`src/rtl/uart_tx_cfg.sv`:
```
// uart_tx_cfg: UART transmitter with configurable data width and bit period; start, LSB-first data, optional parity, 1 or 2 stop bits.
// Define UART_TX_PARITY_EN to build the parity stage; without it parity_en/parity_odd are ignored and frames carry no parity bit.
module uart_tx_cfg #(
  parameter int DATA_BITS = 8,
  parameter int BAUD_DIV  = 2604
) (
  input  logic                 clk,
  input  logic                 rst,
  input  logic                 trmt,
  input  logic [DATA_BITS-1:0] tx_data,
  input  logic                 stop2,
  input  logic                 parity_en,
  input  logic                 parity_odd,
  output logic                 TX,
  output logic                 busy,
  output logic                 tx_done
);
  localparam int BW = (BAUD_DIV > 1) ? $clog2(BAUD_DIV) : 1;
  localparam int NW = $clog2(DATA_BITS + 1);
  localparam logic [BW-1:0] BAUD_LAST = BW'(BAUD_DIV - 1);
  localparam logic [NW-1:0] BIT_LAST  = NW'(DATA_BITS - 1);
`ifdef UART_TX_PARITY_EN
  typedef enum logic [2:0] {IDLE, START, DATA, PARITY, STOP} state_t;
`else
  typedef enum logic [2:0] {IDLE, START, DATA, STOP} state_t;
`endif
  state_t               r_state;
  logic [BW-1:0]        r_baud;
  logic [NW-1:0]        r_bit;
  logic [DATA_BITS-1:0] r_shift;
  logic                 r_stop2;
  logic                 r_tx;
  logic                 r_busy;
  logic                 r_done;
  logic                 w_tick;
`ifdef UART_TX_PARITY_EN
  logic                 r_par_en;
  logic                 r_par;
`else
  logic                 w_unused_par;
  assign w_unused_par = parity_en ^ parity_odd;
`endif
  assign w_tick  = r_baud == BAUD_LAST;
  assign TX      = r_tx;
  assign busy    = r_busy;
  assign tx_done = r_done;
  always_ff @(posedge clk) begin
    if (rst) begin
      r_state  <= IDLE;
      r_baud   <= '0;
      r_bit    <= '0;
      r_shift  <= '0;
      r_stop2  <= 1'b0;
      r_tx     <= 1'b1;
      r_busy   <= 1'b0;
      r_done   <= 1'b0;
`ifdef UART_TX_PARITY_EN
      r_par_en <= 1'b0;
      r_par    <= 1'b0;
`endif
    end else begin
      r_baud <= (r_state == IDLE || w_tick) ? '0 : r_baud + 1'b1;
      case (r_state)
        IDLE: if (trmt) begin
          r_shift  <= tx_data;
          r_stop2  <= stop2;
`ifdef UART_TX_PARITY_EN
          r_par_en <= parity_en;
          r_par    <= ^tx_data ^ parity_odd;
`endif
          r_bit    <= '0;
          r_done   <= 1'b0;
          r_busy   <= 1'b1;
          r_tx     <= 1'b0;
          r_state  <= START;
        end
        START: if (w_tick) begin
          r_tx    <= r_shift[0];
          r_state <= DATA;
        end
        DATA: if (w_tick) begin
          r_shift <= r_shift >> 1;
          r_bit   <= r_bit + 1'b1;
          r_tx    <= r_shift[1];
          if (r_bit == BIT_LAST) begin
            r_bit   <= '0;
`ifdef UART_TX_PARITY_EN
            r_tx    <= r_par_en ? r_par : 1'b1;
            r_state <= r_par_en ? PARITY : STOP;
`else
            r_tx    <= 1'b1;
            r_state <= STOP;
`endif
          end
        end
`ifdef UART_TX_PARITY_EN
        PARITY: if (w_tick) begin
          r_tx    <= 1'b1;
          r_state <= STOP;
        end
`endif
        STOP: if (w_tick) begin
          if (r_stop2 && r_bit == '0) r_bit <= NW'(1);
          else begin
            r_busy  <= 1'b0;
            r_done  <= 1'b1;
            r_state <= IDLE;
          end
        end
        default: r_state <= IDLE;
      endcase
    end
  end
endmodule

```
`config.mk`:
```
export PLATFORM = sky130hd
export DESIGN_NAME = uart_tx_cfg
export DESIGN_NICKNAME = d
export VERILOG_FILES = /design/src/rtl/uart_tx_cfg.sv
export SDC_FILE = /design/constraint.sdc
export NUM_CORES = 1
export LEC_CHECK = 0
export ABC_AREA = 0
export CORE_ASPECT_RATIO = 2
export CORE_MARGIN = 10
export CORE_UTILIZATION = 55
export CTS_BUF_LIST = sky130_fd_sc_hd__clkbuf_8
export CTS_CLUSTER_SIZE = 24
export DETAILED_ROUTE_END_ITERATION = 7
export DONT_BUFFER_PORTS = 1
export PLACE_DENSITY = 0.77
export SYNTH_ARGS = -nofsm -noshare
export SYNTH_HDL_FRONTEND = slang
export SYNTH_SLANG_ARGS = --single-unit
```
`constraint.sdc`:
```
create_clock -name clk -period 1.9 [get_ports clk]
set_input_delay 0.38 -clock clk [delete_from_list [all_inputs] [get_ports clk]]
set_output_delay 0.38 -clock clk [all_outputs]
set_load 0.1 [all_outputs]
```
# Yosys cells after proc, flatten, opt, wreduce, memory -nomap -nowiden
# Index checks and enable logic that the tools add are counted.
# W data, S select, Z words.
# word_totals
output_inout_bits,3
word_cells,65
input_bits,14
regBits,31
# op_classes
addsub,2
eq_ne,12
n_mux,28
reduce_logical,15
# op_table
cell,n
$mux W4,5
$mux W3,6
$mux W8,2
$pmux W8 S2,1
$ne A2 B2 Y1 const B,7
$add A12 B1 Y12 const B,1
$eq A12 B12 Y1 const B,1
$pmux W3 S4,1
$pmux W4 S3,1
$mux W1,9
$reduce_and A4 Y1,2
$eq A3 B2 Y1 const B,2
$reduce_and A6 Y1,1
$reduce_bool A3 Y1,2
$reduce_and A5 Y1,1
$add A4 B1 Y4 const B,1
$eq A4 B3 Y1 const B,1
$logic_not A4 Y1,1
$pmux W1 S2,2
$reduce_bool A2 Y1,2
$eq A3 B1 Y1 const B,1
$logic_not A3 Y1,1
$pmux W1 S3,1
$reduce_and A3 Y1,1
other kinds (4),4

# Depth between registers and ports, before layout
# depth
depth_word,5
mapped_depth,8
ltp_nobuf,7

# Worst setup path before layout
# OpenSTA, ideal clock, no wires.
# synth_path
path_type,register -> register
start,register r_bit[0]
end,register r_bit[3]
setup_time_ps,131
path_buffers,0
path_stages_with_launch,8
arrival_ps,1586
t_required_ps,1769
path_slack_ps,183
period_less_slack_ps,1717
cell_sequence,dfxtp_1 -> inv_1 -> ha_1 -> nor4bb_1 -> nand4_1 -> a21oi_1 -> a311o_1 -> o21ai_0
# synth_between
elab_chain_len,4
word_cells_on_any_way,9
cone_classes,1 x add/sub; 2 x eq/ne; 3 x mux; 3 x reduce/logical
# synth_rtl
item,line,source
from (decl),29,logic [NW-1:0] r_bit;
from (signal assigned),83,r_bit <= r_bit + 1'b1;
$add A4 B1 Y4 (tied with other cells),83,
$mux W4 / $logic_and A1 B1 Y1 (equally long branches),"85, 103",
$mux W4 / $ne A2 B2 Y1 (equally long branches),--,
$pmux W4 S3 / $reduce_and A5 Y1 (equally long branches),--,
# Several ways; a longest one is shown, not always the timed one. The select of a mux whose other input is x is not followed.
# A chain may end at the register's enable or synchronous reset.

# Worst setup path in the final report
# layout_path
start,register r_baud[0]
end,register r_state[0]
# layout_between
elab_chain_len,3
word_cells_on_any_way,5
cone_classes,4 x eq/ne; 1 x reduce/logical
# layout_rtl
item,line,source
from (decl),28,logic [BW-1:0] r_baud;
from (signal assigned),62,r_baud <= (r_state == IDLE || w_tick) ? '0 : r_baud + 1'b1;
$eq A12 B12 Y1 *,43,assign w_tick = r_baud == BAUD_LAST;
$ne A2 B2 Y1 (no line),--,
$reduce_and A6 Y1 (no line) *,--,
to (signal assigned),49,r_state <= IDLE;
to (signal assigned),75,r_state <= START;
to (signal assigned),79,r_state <= DATA;
to (decl),27,state_t r_state;
# Every way passes the cells marked *; elsewhere a longest branch is shown, timed or not.

==> flow_metrics.env <==
export IMPL_syn_nets=198
export IMPL_hold_path_class="primary input to register"
export IMPL_drtIter0Drc=38
export IMPL_synthesis_area_mm2=0.00158
export IMPL_routed_wl_um=3510
export IMPL_ir_worst_vdd_v=0.00108
export IMPL_slew_viol_final=0
export IMPL_ys_async_sr_fraction_pct=0
export IMPL_port_buffers=0
export IMPL_clockBufferDepth=2
export IMPL_cellLeakagePower_nw=0.669
export IMPL_crit_type="register to register"
export IMPL_switchingPower_mw=1.03
export IMPL_finalSetupViolations=0
export IMPL_r2r_start="r_baud[0]"
export IMPL_cts_htree_levels=2
export IMPL_drt_pass1_iter_count=4
export IMPL_start_kind="register"
export IMPL_grt_max_degree=23
export IMPL_grt_pass1_vias=1323
export IMPL_grt_total_usage_pct=13.5
export IMPL_drive_gt1_share_pct=21.0
export IMPL_sw_frac_of_total_pct=39.2
export IMPL_overflow=0
export IMPL_synthToLayoutAreaGrowth_pct=13.8
export IMPL_synth_cell_types=41
export IMPL_p_total_mw=2.63
export IMPL_clock_sinks=30
export IMPL_required_ns=2.07
export IMPL_avgSynthCellArea_um2=9.02
export IMPL_antenna_found_initial=0
export IMPL_power_share_clock_pct=19.1
export IMPL_ys_warn_count=0
export IMPL_hold_viol=0
export IMPL_status="completed"
export IMPL_cp_data_arrival_time_ns=2.01
export IMPL_start_util_pct=57.0
export IMPL_gp_congestion=0.885
export IMPL_worstSkewPairLatency_ns=0.28
export IMPL_tns_ns=0
export IMPL_worst_slew_pin_slew_ns=0.356
export IMPL_p_per_area_mw_per_mm2=1460
export IMPL_clock_fmax_mhz=544
export IMPL_synth_top_area_share_pct=38.0
export IMPL_fp_dieArea_mm2=0.00554
export IMPL_synth_top_family_by_area="simple AND/OR/NAND/NOR gates"
export IMPL_power_frac_comb_pct=49.0
export IMPL_cp_max_fo=9
export IMPL_synth_edf_count=0
export IMPL_startpoint="r_baud[0]"
export IMPL_rows=27
export IMPL_cts_setup_buffers=0
export IMPL_synth_mux_area_share_pct=5.78
export IMPL_synthXorXnorAreaFrac_pct=5.55
export IMPL_ant_nets=0
export IMPL_setup_ws_ns=0.0609
export IMPL_intPower_mw=1.60
export IMPL_die_w_um=57.9
export IMPL_hold_start="rst"
export IMPL_stdcell_count=215
export IMPL_drv_cap=0
export IMPL_cp_end_kind="register"
export IMPL_synthFlopType="dfxtp_1"
export IMPL_yosys_area_top_type="dfxtp_1"
export IMPL_fin_nets=210
export IMPL_holdBufCountCts=0
export IMPL_grt_pass1_wl_um=5930
export IMPL_postSynthCellCount=175
export IMPL_synth_simple_area_share_pct=25.0
export IMPL_synth_seq_cells=30
export IMPL_avgRoutedWirePerCell_um=16.3
export IMPL_dp_hpwl_um=2690
export IMPL_ys_seq_area_share_pct=38.0
export IMPL_cts_tree="built"
export IMPL_timing_final_crit_period_ns=1.84
export IMPL_vias_per_cell=6.00
export IMPL_dp_slack_ns=-0.0125
export IMPL_root_buffer="clkbuf_8"
export IMPL_synthAdderAreaFrac_pct=7.13
export IMPL_core_area_mm2=0.00277
export IMPL_die_h_um=95.8
export IMPL_synth_commonest_cells="dfxtp_1 (30), nor2_1 (28), a21oi_1 (12)"
export IMPL_io_pin_count=17
export IMPL_synth_compound_area_share_pct=14.3
export IMPL_num_vias=1289
export IMPL_yosysMostFrequentCell="dfxtp_1"
export IMPL_placed_cells=209
export IMPL_whs_ns=0.161
export IMPL_p_seq_share_pct=32.0
export IMPL_fin_crit_sh_pct=96.8
export IMPL_skew_ns=0.00343
export IMPL_antenna_cells=0
export IMPL_ys_top_cells_by_area="dfxtp_1 (38%), ha_1 (7.1%), nor2_1 (6.7%)"
export IMPL_slew_headroom_pct=76.2
export IMPL_cts_inserted_buffers=5
export IMPL_clkTransAtPathRegs_ns=0.06
export IMPL_remaining_drc_errors=0
==> sequential cells by signal, indices dropped and copies added (netlist names) <==
| name | count |
|---|---|
| busy | 1 |
| TX | 1 |
| r_bit | 4 |
| tx_done | 1 |
| r_baud | 12 |
| r_state | 2 |
| r_shift | 8 |
| r_stop2 | 1 |
==> cell type report <==
cell class,instances,area [um2]
timing repair buffer,11,95.1
clock buffer,6,82.6
tap,29,36.3
fill,229,973
inverter,9,33.8
sequential,30,602
multi-input combinational,130,947
==> layout by cell type (no fill, tap or decap), drive strengths merged, types with 5 or more instances in the layout <==
cell | synthesis | routed
a211oi | 9 | 9
a21oi | 12 | 12
clkbuf | 3 | 6
xor2 | 5 | 5
nand3 | 8 | 8
xnor2 | 5 | 5
nor2 | 28 | 28
nand2 | 9 | 9
buf | 3 | 11
mux2i | 8 | 8
dfxtp | 30 | 30
inv | 9 | 9
ha | 9 | 9
and3 | 6 | 6
==> critical path, stage by stage (launching register included) <==
cell	delay, ns
dfxtp_1	0.36
ha_2	0.22
and4b_2	0.28
nand3_4	0.14
a21oi_1	0.18
and3_4	0.22
mux2_2	0.33
==> stage by stage <==
step	area [um2]	util, %
after floorplan	1580	-
after global placement	1680	60.6
after detailed placement	1680	60.6
after CTS	1770	63.8
after global routing	1800	64.9
final	1800	64.9
==> cell families after synthesis <==
| logic type | Yosys count |
|---|---|
| and+or+nand+nor | 72 |
| AOI/OAI and AO/OA | 30 |
| DFF | 30 |
| buffers and inverters | 15 |
| xor gates and xnor gates | 10 |
| muxes | 9 |
| adders and majority gates | 9 |
==> final timing paths <==
kind	end	slack, ns	cells after the start
setup / recovery	r_state[0]	0.06	6
hold reg to reg	TX	0.46	1
hold / removal	r_shift[0]	0.16	1
setup reg to reg	r_state[0]	0.06	6
==> routing by layer <==
metal / up-vias / GRT usage, % / part of all wire (%)
met4: 0 / 7.87 / 2.0
met1: 625 / 11.8 / 36
li1: 631 / - / -
met3: 6 / 4.75 / 5.4
met5: - / 0 / 0
met2: 27 / 25.3 / 57
==> repair_timing <==
item / 4_1_cts / 5_1_grt
setup endpoints to repair: 2 / 11
hold endpoints to repair: 0 / 0
gates resized for setup: 1 / 9
pin swaps: 0 / 1
==> power by group through the flow <==
stage	combinational, mW	sequential (mW)	clock [mW]
after floorplan	0.774	0.939	0
after global placement	1.18	0.843	0
after detailed placement	1.23	0.850	0
after CTS	1.24	0.838	0.513
after global routing	1.40	0.857	0.530
final	1.29	0.840	0.502
No activity file was read; power rests on OpenSTA's default activity.
